File: config.mk
export PLATFORM = sky130hd
export DESIGN_NAME = legv8_instr_encoder
export DESIGN_NICKNAME = d
export VERILOG_FILES = /design/src/rtl/legv8_instr_encoder.sv
export SDC_FILE = /design/constraint.sdc
export NUM_CORES = 1
export LEC_CHECK = 0
export ABC_AREA = 1
export BUFFER_PORTS_ARGS = -buffer_cell sky130_fd_sc_hd__buf_2
export CAP_MARGIN = 40
export CELL_PAD_IN_SITES_DETAIL_PLACEMENT = 1
export CELL_PAD_IN_SITES_GLOBAL_PLACEMENT = 1
export CORE_ASPECT_RATIO = 0.9
export CORE_MARGIN = 2
export CORE_UTILIZATION = 33
export CTS_BUF_LIST = sky130_fd_sc_hd__clkbuf_16
export DETAILED_ROUTE_END_ITERATION = 8
export PLACE_DENSITY = 0.84
export SETUP_SLACK_MARGIN = 0.02
export SYNTH_ARGS = -nofsm -noshare
export SYNTH_HDL_FRONTEND = slang
export SYNTH_SLANG_ARGS = --single-unit
File: constraint.sdc
create_clock -name CLK -period 1.9 [get_ports CLK]
set_clock_uncertainty 0.15 [all_clocks]
set_input_delay 0.095 -clock CLK [delete_from_list [all_inputs] [get_ports CLK]]
set_output_delay 0.095 -clock CLK [all_outputs]
set_load 0.02 [all_outputs]
File: src/rtl/legv8_instr_encoder.sv
// LEGv8 instruction encoder: accepts decoded instruction fields during a load
// session and writes the 32-bit machine words to consecutive instruction-memory addresses.
module legv8_instr_encoder (
    input  logic        CLK,
    input  logic        resetl,
    input  logic        load_start,
    input  logic [63:0] base_addr,
    input  logic        load_end,
    input  logic        in_valid,
    output logic        in_ready,
    input  logic [3:0]  in_op,
    input  logic [4:0]  in_rd,
    input  logic [4:0]  in_rn,
    input  logic [4:0]  in_rm,
    input  logic [31:0] in_imm,
    input  logic [1:0]  in_hw,
    output logic        im_wr_en,
    output logic [63:0] im_addr,
    output logic [31:0] im_data,
    input  logic        im_ready,
    output logic        done,
    output logic        err,
    output logic [7:0]  err_count
);

    typedef enum logic [1:0] {
        IDLE  = 2'd0,
        LOAD  = 2'd1,
        DRAIN = 2'd2
    } state_t;

    state_t      state_r;
    state_t      state_s;
    logic [63:0] addr_r;
    logic [31:0] data_r;
    logic        wr_en_r;
    logic        done_r;
    logic        err_r;
    logic [7:0]  err_count_r;
    logic        acc_s;
    logic [32:0] enc_s;
    logic        enc_ok_s;
    logic [31:0] enc_word_s;

    // Returns {valid, word}; valid is low for unknown ops or immediates that do not fit.
    function automatic logic [32:0] encode_instr(
        input logic [3:0]  op,
        input logic [4:0]  rd,
        input logic [4:0]  rn,
        input logic [4:0]  rm,
        input logic [31:0] imm,
        input logic [1:0]  hw
    );
        logic        ok;
        logic [31:0] w;
        ok = 1'b1;
        w  = 32'd0;
        case (op)
            4'd0: w = {11'b10001010000, rm, 6'd0, rn, rd};
            4'd1: w = {11'b10101010000, rm, 6'd0, rn, rd};
            4'd2: w = {11'b10001011000, rm, 6'd0, rn, rd};
            4'd3: w = {11'b11001011000, rm, 6'd0, rn, rd};
            4'd4: begin
                ok = (imm[31:12] == 20'd0);
                w  = {10'b1001000100, imm[11:0], rn, rd};
            end
            4'd5: begin
                ok = (imm[31:12] == 20'd0);
                w  = {10'b1101000100, imm[11:0], rn, rd};
            end
            4'd6: begin
                ok = (imm[31:16] == 16'd0);
                w  = {9'b110100101, hw, imm[15:0], rd};
            end
            // Signed ranges: every bit above the field's sign bit must equal the sign.
            4'd7: begin
                ok = (imm[31:25] == {7{imm[31]}});
                w  = {6'b000101, imm[25:0]};
            end
            4'd8: begin
                ok = (imm[31:18] == {14{imm[31]}});
                w  = {8'b10110100, imm[18:0], rd};
            end
            4'd9: begin
                ok = (imm[31:8] == {24{imm[31]}});
                w  = {11'b11111000010, imm[8:0], 2'b00, rn, rd};
            end
            4'd10: begin
                ok = (imm[31:8] == {24{imm[31]}});
                w  = {11'b11111000000, imm[8:0], 2'b00, rn, rd};
            end
            default: begin
                ok = 1'b0;
                w  = 32'd0;
            end
        endcase
        return {ok, w};
    endfunction

    // Handshake and encoder outputs for the instruction presented this cycle.
    always_comb begin
        in_ready   = (state_r == LOAD) && (!wr_en_r || im_ready);
        acc_s      = in_valid && in_ready;
        enc_s      = encode_instr(in_op, in_rd, in_rn, in_rm, in_imm, in_hw);
        enc_ok_s   = enc_s[32];
        enc_word_s = enc_s[31:0];
    end

    // Session sequencing; DRAIN waits for the output register to empty.
    always_comb begin
        state_s = state_r;
        case (state_r)
            IDLE: begin
                if (load_start) state_s = LOAD;
                else            state_s = IDLE;
            end
            LOAD: begin
                if (load_end) state_s = DRAIN;
                else          state_s = LOAD;
            end
            DRAIN: begin
                if (!wr_en_r) state_s = IDLE;
                else          state_s = DRAIN;
            end
            default: state_s = IDLE;
        endcase
    end

    // State register.
    always_ff @(posedge CLK or negedge resetl) begin
        if (!resetl) state_r <= IDLE;
        else         state_r <= state_s;
    end

    // Output register, address counter and status pulses.
    always_ff @(posedge CLK or negedge resetl) begin
        if (!resetl) begin
            addr_r      <= 64'd0;
            data_r      <= 32'd0;
            wr_en_r     <= 1'b0;
            done_r      <= 1'b0;
            err_r       <= 1'b0;
            err_count_r <= 8'd0;
        end else begin
            if (state_r == IDLE && load_start) addr_r <= base_addr;
            else if (wr_en_r && im_ready)      addr_r <= addr_r + 64'd4;
            else                               addr_r <= addr_r;

            if (acc_s && enc_ok_s) begin
                wr_en_r <= 1'b1;
                data_r  <= enc_word_s;
            end else if (im_ready) begin
                wr_en_r <= 1'b0;
            end else begin
                wr_en_r <= wr_en_r;
            end

            err_r <= acc_s && !enc_ok_s;
            if (acc_s && !enc_ok_s && err_count_r != 8'hFF) err_count_r <= err_count_r + 8'd1;
            else                                            err_count_r <= err_count_r;

            done_r <= (state_r == DRAIN) && !wr_en_r;
        end
    end

    assign im_wr_en  = wr_en_r;
    assign im_addr   = addr_r;
    assign im_data   = data_r;
    assign done      = done_r;
    assign err       = err_r;
    assign err_count = err_count_r;

endmodule

-- Word level (Yosys, flattened, before mapping)
Cells that the tools add are included.
- add/subtract/negate cells: 2
- muxes and demuxes: 10
- reductions and logical operators: 20
- equality and inequality tests: 16
- operator list (kind ; count):
    case mux 32 bit (11 select lines) ; 1
    two-way mux 64 bit ; 2
    adder 64 x 3 -> 64 bit, second input constant ; 1
    == test 23 bit ; 1
    zero test 20 bit ; 1
    == test 4 x 3 -> 1 bit, second input constant ; 4
    zero test 16 bit ; 1
    == test 13 bit ; 1
    == test 4 bit, second input constant ; 3
    adder 8 x 1 -> 8 bit, second input constant ; 1
    == test 4 x 2 -> 1 bit, second input constant ; 2
    logical AND 1 bit ; 8
    inequality test 8 bit, second input constant ; 1
    == test 6 bit ; 1
    case mux 1 bit (6 select lines) ; 1
    case mux 2 bit (3 select lines) ; 1
    == test 4 x 1 -> 1 bit, second input constant ; 1
    zero test 4 bit ; 1
    two-way mux 2 bit ; 2
    nonzero test 2 bit ; 2
    OR reduction 2 bit ; 2
    OR reduction 4 bit ; 1
    two-way mux 1 bit ; 3
    == test 2 x 1 -> 1 bit, second input constant ; 1
    4 further kinds ; 5
- register bits: 109
- word-level logic and storage cells: 55
- bits of input ports: 123
- output and inout port bits: 108

-- Longest topological paths before layout
Gate-level depths: netlist of run 1.
- depth in word-level cells: 6
- mapped depth: 14
- gate-level depth less buffers: 13

-- Worst setup path before layout of run 1
OpenSTA, ideal clock, no wires.
- kind: register to register
- start point: register wr_en_r (netlist: im_wr_en)
- end point: register err_count_r[0] (netlist: err_count[0])
- library setup time: 0.123 ns
- clock period less this slack: 2.036 ns
- data required time: 1.627 ns
- slack: -0.136 ns
- buffers on the path: 0
- stages on the path, launching flop included: 9
- arrival time: 1.763 ns
- cells stage by stage: dfrtp_1 inv_1 nor2_1 nor2_1 nand2_1 inv_1 nand4_1 o21bai_1 nand2_1
- word-level cells in the longest chain between the ends: 6
- ends and longest elaborated chain (element ; RTL line ; text):
    start, declared ; 36 ; logic wr_en_r;
    start signal, assigned ; 155 ; wr_en_r <= wr_en_r;
    zero test 1 bit ; 102 ; in_ready = (state_r == LOAD) && (!wr_en_r || im_ready);
    logical OR 1 bit ; 102 ;
    logical AND 1 bit ; 102 ;
    via in_ready ; 10 ; output logic in_ready,
    logical AND 1 bit ; 103 ; acc_s = in_valid && in_ready;
    logical AND 1 bit (2 in series) ; 159 ; if (acc_s && !enc_ok_s && err_count_r != 8'hFF) err_count_r <= err_count_r + 8'd1;
    end signal, assigned ; 159 ;
    end signal, assigned ; 160 ; else err_count_r <= err_count_r;
    end, declared ; 39 ; logic [7:0] err_count_r;
The timed path passes the listed nets, and every way through them passes these cells.
A chain may end at the register's enable or synchronous reset.

-- Worst setup path in the final report of run 1
- start point: register addr_r[13] (netlist: im_addr[13])
- end point: register addr_r[58] (netlist: im_addr[58])
- word-level cells in the longest chain between the ends: 3
- ends and longest elaborated chain (element ; RTL line ; text):
    start, declared ; 34 ; logic [63:0] addr_r;
    start signal, assigned ; 145 ; if (state_r == IDLE && load_start) addr_r <= base_addr;
    start signal, assigned ; 146 ; else if (wr_en_r && im_ready) addr_r <= addr_r + 64'd4;
    start signal, assigned ; 147 ; else addr_r <= addr_r;
    adder 64 x 3 -> 64 bit ; 146 ;
    two-way mux 64 bit ; 146 ;
    two-way mux 64 bit ; 145 ;
No other way between the ends. The select of a mux whose other input is x is not followed.

==> metrics.txt, run 1 <==
status finished with violations; failing checks hold timing, setup timing; Max-cap violations 0; cell with the largest stage delay on the worst path sky130_fd_sc_hd__dfrtp_1; arrival time of the worst setup path 2.27 ns; detailed router's first-iteration violation count about 1400; number of distinct library cells after synthesis between 40 and 50; power after layout ~0.018 W; clock tree from TritonCTS done; number of I/O pins 231; fraction of final layout cells with drive strength greater than 1 42.7%; post-route DRC violation count 0; final weighted congestion in routability-driven placement 0.947; aggregate global-route resource usage ~33%; highest net fanout along the worst path 3; buffer levels on the longest clock path 2; Filler Cell Count between 2000 and 3000; Setup crit start kind register; Primary FF master, synth sky130_fd_sc_hd__dfrtp_1; cell types occupying the most area after synthesis sky130_fd_sc_hd__dfrtp_1, sky130_fd_sc_hd__nand2_1, sky130_fd_sc_hd__nor2_1; Min-Delay Path Class in2reg; largest net degree at the start of global routing 38; WS Path Type reg2reg; Max H-tree Level 3; number of global-route vias before repair approximately 11000; antenna violations before repair 1; net count reported at finish between 1500 and 2000; power density relative to cell area around 1300 nW/um^2; Final Hold Viols 2; sum of net half-perimeters after detailed placement 29.3 mm; slowest stage delay, CP between 0.4 and 0.5 ns; worst setup timing slack at the placement stage -0.403 ns; detailed-route vias per instance 6.03; wire length of the first global-routing pass 64.2 mm; Synth async-reset ratio 100%; Antenna Nets Post-Route 0; Global Route met1 Usage 40.6%; worst-case headroom to the max-slew limit 55.9%; placeable core area approximately 23000 sq um; mean instance size in the synthesized netlist around 6.6 sq um; DR pass1 iterations 6; total placed cells including tap cells 1831; met3 GRT Util 6.29%; grt total ovfl 0; CP endpoint kind register; clock sink count 109; minimum period implied by the final worst setup slack roughly 2.2 ns; leakage power between 6 and 7 nW; share of the yosys chip area belonging to registers between 30% and 40%; total count of max-transition violations in the final report 0; post-synthesis instance area 7790 sq um; Die Ht approximately 150 um; cells after synthesis between 1000 and 1500; worst slew pin tran 0.657 ns; most used routing layer in global routing met2; Finish-stage setup viols ~70; Max Clock Freq approximately 460 MHz; clock-pin slew reported for the worst setup and hold paths after clock tree synthesis around 0.10 ns; initial core utilization around a third; root buffer cell sky130_fd_sc_hd__clkbuf_16; total clock buffers created by CTS 9; total number of vias 12000; smallest hold slack -0.0275 ns; average wire length per cell after detail routing 26.1 um; worst IR drop on VDD 0.000853 V; utilization after layout approximately 56%; final critical-path share of the clock period 114%; cells along the critical path buf_6 -> buf_4 -> nand3_4 -> nor2_4 -> nand2_2 -> nor2_4 -> nand3_2 -> nand2_1 -> nand2_2 -> nor2_1 -> o21ai_2; library cell occupying the most area in the post-synthesis netlist sky130_fd_sc_hd__dfrtp_1; flip-flop and latch count after synthesis between 100 and 150; Die W approximately 170 um; portion of synthesized cell area occupied by the leading cell type between 30% and 40%; post-route setup slack -0.261 ns; post-synth net total 1309; Die Footprint about 25000 sq um; Placement Rows 53; data required time of the critical path ~2 ns; met2 track demand over resource between 50% and 60%; number of synthesized flops with an enable pin 0; number of synthesis warnings 0; later-pin clock latency in the skew report roughly 0.38 ns; drt total wl between 50 and 60 mm; non-filler cells, final 1986; quantity of I/O buffers inserted on ports 230; unrepaired setup endpoints after global routing true; Layout Area Growth over Synthesis 67.9%
-- state kept, by name (all words and copies together), names as in the netlist --
name,count
im_data,32
im_addr,64
err,1
err_count,8
done,1
state_r,2
im_wr_en,1
-- logic make-up (layout without fill, tap and decap cells) --
kind of cell	count (synthesis)	in the layout	share of synthesized area (%)
and+or+nand+nor	693	693	38.5
other	0	1	0
AOI/OAI and AO/OA	178	178	14.2
xor gates and xnor gates	22	22	2.47
adders and majority gates	3	3	0.482
DFF	109	109	35.0
buffers and inverters	178	678	9.35
-- critical path: cells and delay by family (launching register included) --
| kind | cells | cell delay, ns |
|---|---|---|
| flops | 1 | 0.46 |
| compound gates | 1 | 0.09 |
| buf+inv | 2 | 0.25 |
| simple gates | 8 | 1.07 |
-- layout by cell type (no fill, tap or decap), types with 4 or more instances in the layout --
master,n
sky130_fd_sc_hd__a211oi_1,4
sky130_fd_sc_hd__a21oi_1,32
sky130_fd_sc_hd__a21oi_2,4
sky130_fd_sc_hd__a221oi_1,5
sky130_fd_sc_hd__buf_12,7
sky130_fd_sc_hd__buf_2,225
sky130_fd_sc_hd__buf_4,169
sky130_fd_sc_hd__buf_6,30
sky130_fd_sc_hd__clkbuf_16,12
sky130_fd_sc_hd__dfrtp_1,95
sky130_fd_sc_hd__dfrtp_2,14
sky130_fd_sc_hd__dlygate4sd3_1,79
sky130_fd_sc_hd__inv_1,114
sky130_fd_sc_hd__inv_2,25
sky130_fd_sc_hd__inv_4,4
sky130_fd_sc_hd__nand2_1,285
sky130_fd_sc_hd__nand2_2,40
sky130_fd_sc_hd__nand2_4,14
sky130_fd_sc_hd__nand3_1,75
sky130_fd_sc_hd__nand3_2,18
sky130_fd_sc_hd__nand3_4,7
sky130_fd_sc_hd__nand4_1,35
sky130_fd_sc_hd__nor2_1,98
sky130_fd_sc_hd__nor2_2,44
sky130_fd_sc_hd__nor2_4,31
sky130_fd_sc_hd__nor3_1,9
sky130_fd_sc_hd__nor3_2,18
sky130_fd_sc_hd__nor3_4,9
sky130_fd_sc_hd__o211ai_1,7
sky130_fd_sc_hd__o21ai_0,40
sky130_fd_sc_hd__o21ai_1,15
sky130_fd_sc_hd__o21ai_2,22
sky130_fd_sc_hd__o21bai_1,9
sky130_fd_sc_hd__o22ai_1,26
sky130_fd_sc_hd__xor2_1,12
sky130_fd_sc_hd__xor2_2,6
-- synth_stat cells (2+ instances only) --
cell type and instances:
sky130_fd_sc_hd__xor2_1 18, sky130_fd_sc_hd__nand2_2 3, sky130_fd_sc_hd__o21bai_1 9, sky130_fd_sc_hd__o2111ai_1 2, sky130_fd_sc_hd__xnor2_1 4, sky130_fd_sc_hd__nand3b_1 2, sky130_fd_sc_hd__o21ai_2 18, sky130_fd_sc_hd__inv_2 8
sky130_fd_sc_hd__o22ai_1 27, sky130_fd_sc_hd__buf_2 5, sky130_fd_sc_hd__nand2_4 2, sky130_fd_sc_hd__o21ai_1 7, sky130_fd_sc_hd__nor2_2 4, sky130_fd_sc_hd__o21ai_0 52, sky130_fd_sc_hd__o221ai_1 3, sky130_fd_sc_hd__a211oi_1 4
sky130_fd_sc_hd__ha_1 3, sky130_fd_sc_hd__a221oi_1 5, sky130_fd_sc_hd__nand2_1 334, sky130_fd_sc_hd__a22oi_1 2, sky130_fd_sc_hd__a21oi_1 36, sky130_fd_sc_hd__o31ai_1 2, sky130_fd_sc_hd__clkbuf_1 20, sky130_fd_sc_hd__a311oi_1 3
sky130_fd_sc_hd__nor3_1 30, sky130_fd_sc_hd__nor3_2 5, sky130_fd_sc_hd__o211ai_1 7, sky130_fd_sc_hd__buf_6 5, sky130_fd_sc_hd__buf_1 2, sky130_fd_sc_hd__nor2_1 168, sky130_fd_sc_hd__dfrtp_1 109, sky130_fd_sc_hd__inv_1 136
sky130_fd_sc_hd__nand3_1 98, sky130_fd_sc_hd__nand4_1 35, sky130_fd_sc_hd__nor4_1 3
-- stage by stage --
| step | TNS [ns] | cell area [sq um] |
|---|---|---|
| after floorplan | 0 | 7790 |
| after global placement | -1.18 | 10400 |
| after detailed placement | -2.51 | 10400 |
| after CTS | -0.0347 | 11800 |
| after global routing | -11.24 | 13100 |
| final | -5.06 | 13100 |
-- power breakdown --
part           internal [W]  total, W  switching, W
Combinational       0.00396    0.0109       0.00689
Sequential          0.00337   0.00469       0.00133
Clock               0.00101   0.00203       0.00102
Total               0.00834    0.0176       0.00924
-- worst paths after layout --
kind / from / endpoint / slack, ns / cells past startpoint
max: im_addr[13] / im_addr[58] / -0.26 / 11
min: base_addr[15] / im_addr[15] / -0.03 / 3
max reg2reg: im_addr[13] / im_addr[58] / -0.26 / 11
min reg2reg: im_data[23] / im_data[23] / 0.35 / 2
max in group asynchronous: resetl / im_addr[24] / 0.86 / 3
min in group asynchronous: resetl / im_data[31] / 0.09 / 2
-- metal layers --
layer  wire [um]  vias to the layer above
met5           0                        -
met4        4290                        0
met3        5130                      351
met2       24000                     1005
met1       18500                     5755
li1            -                     4870
-- final cells by class --
cell class,count,area (sq um),share of cell area (%)
antenna,1,2.50,0.0191
clock buffer,9,225,1.72
timing repair inverter,1,5.00,0.0383
multi-input combinational,896,5280,40.4
clock inverter,6,55.1,0.421
sequential,109,2750,21.0
tap,302,378,2.89
timing repair buffer,517,3810,29.1
inverter,145,571,4.36
-- timing repair --
action | 4_1_cts | 5_1_grt
hold endpoints to repair | 111 | 0
hold buffers | 81 | 0
resized for setup | 86 | 244
endpoints found under the setup margin | 48 | 96
buffers inserted | 12 | 46
pin swaps | 10 | 73
cloned | 0 | 4
(Power assumes the default switching activity.)
==> run 2: changes to the inputs <==
CORE_MARGIN = not set   (was 2)
==> run 2 against run 1 <==
Against the previous run: the flow still finishes with violations (hold timing, setup timing); sequential share of layout area grew 0.60 points; combinational power is essentially flat; via count grew 2.1%; design area shrank 2.4%; sequential power grew 3%; worst hold slack gained 0.011 ns; core utilization shrank 0.27 points; first-iteration DRC count grew 4.3%; register-to-register slack lost 0.24 ns; largest power group unchanged; highest routed layer unchanged.
==> metrics.txt, run 2 (same netlist as run 1, synthesis figures left out) <==
sum of net half-perimeters after detailed placement about 29 mm; summed area of non-filler cells in the final layout 12800 sq um; Die W between 150 and 200 um; initial core utilization 34.1%; Max H-tree Level 3; Antenna Nets Post-Route 0; startpoint of the worst-slack reg-to-reg timing path im_addr[49]; highest net fanout along the worst path 3; clock-pin slew reported for the worst setup and hold paths after clock tree synthesis around 0.1 ns; Max-cap violations 0; number of global-route vias before repair between 10000 and 15000; antenna violations before repair 3; failing checks hold timing, setup timing; r2r setup slk -0.50 ns; flip-flop count of the largest register after layout between 60 and 70; non-filler cells, final approximately 2000; drt total wl between 50 and 60 mm; Sum Neg Setup Slack -8.74 ns; clock tree from TritonCTS done; slowest stage delay, CP around 0.47 ns; wire length of the first global-routing pass between 60 and 70 mm; largest net degree at the start of global routing 66; total number of vias roughly 12000; cells along the critical path nand2_1 -> nor2_2 -> nand4_1 -> nor2_1 -> nand4_1 -> nand3_1 -> nand2_1 -> nand2_1; root buffer cell sky130_fd_sc_hd__clkbuf_16; Min-Delay Path Class in2async; average wire length per cell after detail routing around 27 um; utilization after layout 55.9%; worst slew pin tran between 1 and 1.5 ns; grt total ovfl 0; CP Launch Point im_addr[49]; smallest hold slack -0.0170 ns; Placement Rows 52; power density relative to cell area 1400 nW/um^2; total count of max-transition violations in the final report 0; post-route setup slack -0.497 ns; WS Path Type reg2reg; DR pass1 iterations 9; buffer levels on the longest clock path 2; Setup crit start kind register; kind of cell adding the most delay to the critical path simple AND/OR/NAND/NOR gates; cell type with the highest occurrence count on the critical path sky130_fd_sc_hd__nand2_1; highest metal used met4; Routed met1 length 18.4 mm; reg-to-reg endpoint im_addr[62]; leakage power 6.27 nW; top library cells by usage in the layout, fill and taps aside sky130_fd_sc_hd__nand2_1, sky130_fd_sc_hd__buf_2, sky130_fd_sc_hd__buf_4; detailed-route vias per instance 6.18; Max Clock Freq 417 MHz; total placed cells including tap cells approximately 1800; fraction of final layout cells with drive strength greater than 1 40.2%; minimum period implied by the final worst setup slack roughly 2.4 ns; WL met3 just over 6 mm; most common cell after layout, fill and taps aside sky130_fd_sc_hd__nand2_1; met2 wire len between 20 and 25 mm; final weighted congestion in routability-driven placement 0.941; net count reported at finish 1799; clock sink count 109; worst-case headroom to the max-slew limit roughly a quarter; total clock buffers created by CTS 9; arrival time of the worst setup path between 2 and 3 ns; CP endpoint kind register; buffer and inverter count on the worst path 0; quantity of I/O buffers inserted on ports between 200 and 250; worst IR drop on VDD ~0.00076 V; cell with the largest stage delay on the worst path sky130_fd_sc_hd__nor2_1; number of cells on the critical path 8; cells on worst reg2reg path 8; Layout Area Growth over Synthesis 63.9%; number of I/O pins ~230; detailed router's first-iteration violation count roughly 1400; Die Footprint ~24000 sq um; final critical-path share of the clock period 126%; placed instance area 10400 sq um; Final Hold Viols 5; aggregate global-route resource usage about 36%; placeable core area between 20000 and 25000 sq um; status finished with violations; Finish-stage setup viols around 60; later-pin clock latency in the skew report approximately 0.4 ns; worst setup path endpoint im_addr[62]; unrepaired setup endpoints after global routing true; Filler Cell Count 2926; Die Ht ~150 um; data required time of the critical path between 2 and 2.5 ns; post-route DRC violation count 0
run 2: changes by cell type in the layout (fill, tap and decap cells not counted), sizes merged:
cell          change
dlymetal6s4s      -2
buf              -10
clkinvlp          -1
clkinv            -2
diode             +3
bufinv            +3
dlygate4sd3       +7
run 2: worst min path at each step:
| stage | startpoint | end | slack, ns |
|---|---|---|---|
| 4_1_cts | base_addr[55] | im_addr[55] | 0.0003 |
| 2_1_floorplan | resetl | done | -0.35 |
| 3_5_place_dp | resetl | im_addr[21] | -0.14 |
| 6_report | resetl | im_addr[15] | -0.02 |
| 3_3_place_gp | resetl | im_addr[21] | -0.14 |
| 5_1_grt | base_addr[20] | im_addr[20] | 0.005 |
run 2: metal layers:
metal	vias to the layer above	track usage, %
met5	-	0
met4	0	19.9
met3	397	7.66
met2	1112	60.4
met1	5846	43.5
li1	4872	-
run 2: what timing repair did:
action	CTS	global route
hold buffers	86	1
setup endpoints to repair	42	95
hold endpoints to repair	188	1
pin swaps	6	50
resized for setup	61	187
setup buffers	13	32
cloned	0	4
run 2: final cells by class:
type                       count  area, sq um  share of cell area, %
clock buffer                   9          225                   1.76
antenna                        4         10.0                 0.0784
inverter                     145          553                   4.33
multi-input combinational    896         5010                   39.3
timing repair buffer         512         3700                   29.0
sequential                   109         2760                   21.6
clock inverter                 7          131                   1.03
tap                          297          372                   2.91
run 2: where the power goes:
part           leakage [nW]  switching, W  internal, W
logic                  4.75       0.00671      0.00387
registers              1.34       0.00144      0.00338
clock network         0.180       0.00108      0.00142
total                  6.27       0.00923      0.00866
run 2: metrics by stage:
stage	total power, W	worst slack [ns]
detailed placement	0.0126	-0.140
global route	0.0184	-0.563
floorplan	0.00849	0.0258
finish	0.0179	-0.497
global placement	0.0122	-0.113
CTS	0.0155	0.00182
